**src/rtl/mux16_arb_pkg.sv**
```systemverilog
// Shared types and constants for the 16-way round-robin lane arbiter.
package mux16_arb_pkg;

  localparam int N_REQ = 16;
  localparam int SEL_W = 4;

  typedef logic [SEL_W-1:0] sel_t;

  // IDLE re-arbitrates every cycle; LOCKED pins the grant until a last beat.
  typedef enum logic {
    ARB_IDLE   = 1'b0,
    ARB_LOCKED = 1'b1
  } arb_state_e;

endpackage

```
**src/rtl/mux16_rr_arbiter_pick.sv**
```systemverilog
// Round-robin pick: first set request at or after ptr, wrapping 15 -> 0.
module rr_pick16
  import mux16_arb_pkg::*;
(
  input  logic [N_REQ-1:0] req,
  input  sel_t             ptr,
  output logic             any,
  output sel_t             idx
);

  logic [N_REQ-1:0] rot;
  sel_t             off;

  // Rotate so ptr sits at bit 0, find the lowest set bit, then rotate back.
  always_comb begin
    // NOTE: every output of a combinational block gets a default first so no latch is inferred.
    rot = N_REQ'({req, req} >> ptr);
    any = |req;
    off = '0;
    for (int i = N_REQ - 1; i >= 0; i--) begin
      if (rot[i]) off = sel_t'(i);
    end
    idx = sel_t'(ptr + off);
  end

endmodule

```
**src/rtl/mux16_rr_arbiter.sv**
```systemverilog
// 16:1 valid/ready arbiter with round-robin grant, packet locking and a
// registered output beat that carries the winning requester's index.
module mux16_rr_arbiter
  import mux16_arb_pkg::*;
#(
  parameter int M = 8,
  parameter int N = 16
) (
  input  logic           clk,
  input  logic           rst,
  input  logic [N-1:0]   in_valid,
  input  logic [N*M-1:0] in_data,
  input  logic [N-1:0]   in_last,
  output logic [N-1:0]   in_ready,
  output logic           out_valid,
  output logic [M-1:0]   out_data,
  output logic           out_last,
  output sel_t           out_id,
  input  logic           out_ready,
  output logic           busy
);

  if (N != N_REQ) begin : g_bad_n
    $error("mux16_rr_arbiter supports exactly 16 requesters");
  end

  arb_state_e state, state_d;
  sel_t       ptr, ptr_d;
  sel_t       gnt_q, gnt_d;

  logic       pick_any;
  sel_t       pick_idx;
  logic       grant_valid;
  sel_t       grant;
  logic       can_accept;
  logic       accept;
  logic [M-1:0] lane_data;

  rr_pick16 u_pick (
    .req (in_valid),
    .ptr (ptr),
    .any (pick_any),
    .idx (pick_idx)
  );

  // Grant selection, handshake and lane mux; in_ready is held low during reset.
  always_comb begin
    grant_valid = 1'b0;
    grant       = '0;
    if (state == ARB_LOCKED) begin
      grant_valid = 1'b1;
      grant       = gnt_q;
    end else begin
      grant_valid = pick_any;
      grant       = pick_idx;
    end
    can_accept = !out_valid || out_ready;
    in_ready   = '0;
    if (!rst && can_accept && grant_valid) in_ready[grant] = 1'b1;
    accept    = in_valid[grant] && in_ready[grant];
    lane_data = in_data[grant*M +: M];
  end

  // Next-state: lock on a non-final beat, advance ptr past the winner on a final one.
  always_comb begin
    state_d = state;
    ptr_d   = ptr;
    gnt_d   = gnt_q;
    case (state)
      ARB_IDLE: begin
        if (accept) begin
          if (in_last[grant]) begin
            ptr_d = sel_t'(grant + sel_t'(1));
          end else begin
            state_d = ARB_LOCKED;
            gnt_d   = grant;
          end
        end
      end
      ARB_LOCKED: begin
        if (accept && in_last[grant]) begin
          state_d = ARB_IDLE;
          ptr_d   = sel_t'(gnt_q + sel_t'(1));
        end
      end
      default: state_d = ARB_IDLE;
    endcase
  end

  // Arbitration state register.
  always_ff @(posedge clk or posedge rst) begin
    // NOTE: sequential state uses non-blocking assignments so all registers update together.
    if (rst) begin
      state <= ARB_IDLE;
      ptr   <= '0;
      gnt_q <= '0;
    end else begin
      state <= state_d;
      ptr   <= ptr_d;
      gnt_q <= gnt_d;
    end
  end

  // Output beat register: load on accept, clear valid when drained with nothing new.
  always_ff @(posedge clk or posedge rst) begin
    if (rst) begin
      out_valid <= 1'b0;
      out_data  <= '0;
      out_last  <= 1'b0;
      out_id    <= '0;
    end else if (accept) begin
      out_valid <= 1'b1;
      out_data  <= lane_data;
      out_last  <= in_last[grant];
      out_id    <= grant;
    end else if (out_ready) begin
      out_valid <= 1'b0;
    end
  end

  assign busy = (state == ARB_LOCKED);

endmodule

```
**config.mk**
```make
export PLATFORM = sky130hd
export DESIGN_NAME = mux16_rr_arbiter
export DESIGN_NICKNAME = d
export VERILOG_FILES = /design/src/rtl/mux16_arb_pkg.sv /design/src/rtl/mux16_rr_arbiter_pick.sv /design/src/rtl/mux16_rr_arbiter.sv
export SDC_FILE = /design/constraint.sdc
export NUM_CORES = 1
export LEC_CHECK = 0
export ABC_AREA = 1
export BUFFER_PORTS_ARGS = -buffer_cell sky130_fd_sc_hd__buf_4
export CORE_UTILIZATION = 31
export DETAILED_ROUTE_END_ITERATION = 6
export GPL_TIMING_DRIVEN = 0
export SLEW_MARGIN = 20
export SYNTH_ARGS = -nofsm -noshare
export SYNTH_HDL_FRONTEND = slang
export SYNTH_SLANG_ARGS = --single-unit
```
**constraint.sdc**
```tcl
create_clock -name clk -period 9.8 [get_ports clk]
set_clock_uncertainty 0.15 [all_clocks]
set_input_delay 1.96 -clock clk [delete_from_list [all_inputs] [get_ports clk]]
set_output_delay 1.96 -clock clk [all_outputs]
set_load 0.01 [all_outputs]
```
==> run_results.csv <==
group,metric,value,unit
outcome,status,"finished with violations",
outcome,violations,"design-rule violations",
synthesis,ys_top_cells_by_area,"nand2_1 28%, nand3_1 16%, dfrtp_1 15%, o211ai_1 7.2%, o21ai_0 6.4%",
synthesis,netlist_instances,709,
drt,dr.pass1.iters,7,
synthesis,syn_nets,881,
drt,ant_nets,0,
die,initial_core_util,0.324,
die,rows,39,
clock_network,cts_resized,0,
placed_design,place_area,0.00539,mm²
die,core,0.0116,mm²
worst_setup_path,ff2ff_setup_slack,3.42,ns
synthesis,synthArstFlopShare,1.00,
global_routing,antenna_found_initial,0,
clock_network,root_buffer,"clkbuf_16",
sta,grt_setup_unrepaired,"false",
worst_setup_path,crit_path_max_fanout,12,
die,fp.dieH,112,µm
sta,slew_headroom,0.399,
clock_network,cts_buffer_depth,2,
die,fp.dieW,112,µm
run,maxCapViolations,0,
final_layout,fin_nets,1079,
sta,slew_violations,0,
drt,wl_per_cell,16.6,µm
drt,route.detailed.drc,1,
global_routing,grt_pass1_wl,27.8,mm
sta,finalCritPeriodShare,0.895,
global_routing,grt_usage,0.278,
final_layout,fillers,1279,
synthesis,ys_top_cells_by_count,"281 x nand2_1, 120 x nand3_1, 64 x nor2_1",
sta,fin_crit,8.77,ns
synthesis,synth_edf_count,0,
die,ios,194,
worst_setup_path,crit_path_start_kind,"primary input",
worst_setup_path,crit_required,7.69,ns
clock_network,htreeDepth,1,
synthesis,yosysWarnings,0,
sta,setup-tns-final,0,ns
sta,final-setup-viol-count,0,
worst_setup_path,path_class,"primary input to output pin",
placed_design,dp_hpwl,14.7,mm
synthesis,synth.most_common_cell,"nand2_1",
synthesis,synth_top_flop_cell,"dfrtp_1",
clock_network,clkTransAtPathRegs,0.06,ns
synthesis,synth.avg_cell_area,5.31,µm²
pwr,cellLeakagePower,2.81,nW
pwr,power_density,378,mW/mm²
die,dieArea,0.0126,mm²
sta,max_clock_freq,0.114,GHz
final_layout,antennaDiodeCount,0,
final_layout,regArea,576,µm²
clock_network,clkSinkCount,23,
global_routing,overflow,0,
final_layout,syn_to_final_growth,45.4,%
sta,worstMarginPinSlew,0.900,ns
synthesis,syn_area,0.00376,mm²
drt,drt_iter0_markers,298,
drt,wl,17.5,mm
clock_network,cts_buffers,3,
global_routing,grt_pass1_vias,5723,
clock_network,cts_tree,"yes",
synthesis,synth_top_area_frac,0.280,
clock_network,clkLatencyLatePin,0.25,ns
synthesis,synth_cell_type_count,35,
placed_design,port_buffers,193,
worst_setup_path,cpMostUsedCell,"nand2_1",
drt,routed_via_density,5.26,
global_routing,grt_max_degree,25,
clock_network,post_cts.repair.setup_buffers,0,
synthesis,seq_area_frac_synth,0.153,
worst_setup_path,cp_slowest_cell,"o21ai_1",
synthesis,synth_seq_cells,23,
clock_network,cts_hold_buf,0,
worst_setup_path,cp-end-kind,"output pin",
worst_setup_path,critPathArrivalTime,6.66,ns
final_layout,final_area,0.00547,mm²
pwr,ir_drop,0.128,mV
drt,vias,5515,
placed_design,globalplace.congestion,0.915,
min_path,hp-class,"flop to flop",
final_layout,multi_input_area,0.00284,mm²
synthesis,yosysTopAreaCell,"nand2_1",
worst_setup_path,slowest_delay,0.57,ns
final_layout,drive_gt1_frac,0.253,
sta,hold_viol_final,0,
## report_power, final
group / internal [W] / switching, W / total (W)
Sequential: 0.000137 / 0.0000250 / 0.000162
Combinational: 0.000619 / 0.00120 / 0.00182
Clock: 0.0000549 / 0.0000332 / 0.0000880
## metal layers
layer | vias to the layer above | share of wire | GRT usage
met5 | - | 0 | 0
met4 | 0 | 0.043 | 0.122
met3 | 49 | 0.061 | 0.0578
met2 | 204 | 0.52 | 0.543
met1 | 2512 | 0.37 | 0.283
li1 | 2750 | - | -
## layout make-up
| type | instances | area share |
|---|---|---|
| Multi-Input combinational cell | 607 | 0.519 |
| Timing Repair Buffer | 193 | 0.265 |
| Sequential cell | 23 | 0.105 |
| Buffer | 47 | 0.0416 |
| Tap cell | 143 | 0.0327 |
| Inverter | 32 | 0.0224 |
| Clock buffer | 3 | 0.0137 |
| Clock inverter | 1 | 0.000914 |
## critical path: cells and delay by family
family	cells	cell delay (ns)
AO/OA/AOI/OAI	3	0.88
adder cells (fa/ha/maj)	3	0.98
AND/OR/NAND/NOR	18	1.30
buffers and inverters	7	1.52
## layout by cell type (no fill, tap or decap), types with 2 or more instances in the layout
master     count
buf_1          9
a21oi_1        4
buf_4        195
inv_2          2
nor3_1         2
nand4_1        2
o22ai_1        4
o21ai_0       48
ha_1           8
o211ai_1      36
inv_1         28
clkbuf_1      21
clkbuf_16      3
o21ai_1       14
nand3_1      120
nand2_2        3
dfrtp_1       23
buf_6          4
xor2_1         3
buf_2         10
nor2_2         5
nor2_1        64
nand3_2        2
nand2_1      281
a31oi_1        2
nor4_1         2
## worst paths after layout
path,startpoint,endpoint,depth (start not counted)
max in group asynchronous,rst,asynchronous set/reset pin,2
min in group asynchronous,rst,out_last$_DFFE_PP0P_,2
worst max-delay path,in_valid[8],in_ready[7],31
worst min register to register,gnt_q[3]$_DFFE_PP0P_,gnt_q[3]$_DFFE_PP0P_,2
worst max register to register,ptr[2]$_DFFE_PP0P_,gnt_q[2]$_DFFE_PP0P_,36
worst min-delay path,gnt_q[3]$_DFFE_PP0P_,gnt_q[3]$_DFFE_PP0P_,2
## flip-flops by register name, summed over array words and instances, names as in the netlist, named ones only
name	flops
out_id	4
out_valid	1
ptr	4
gnt_q	4
out_data	8
out_last	1
## cell families (layout without fill, tap and decap cells)
kind of cell / count (synthesis) / count (layout) / synth area share
buf+inv: 79 / 276 / 0.0931
xor+xnor: 4 / 4 / 0.00931
flops: 23 / 23 / 0.153
compound gates: 111 / 111 / 0.177
simple gates: 483 / 483 / 0.536
fa+ha+maj: 9 / 9 / 0.0319
## per-stage QoR
step           instances  total power (W)   util  worst slack (ns)  hold WS, ns
3_3_place_gp        1045          0.00197  0.464              1.13        0.307
3_5_place_dp        1045          0.00198  0.464              1.05        0.312
6_report            1049          0.00207  0.471              1.03        0.329
4_1_cts             1049          0.00207  0.471              1.03        0.326
2_1_floorplan        709          0.00143      -              2.37        0.292
5_1_grt             1049          0.00231  0.471             0.594        0.335
Note: power is estimated with default switching activity, not from simulation.
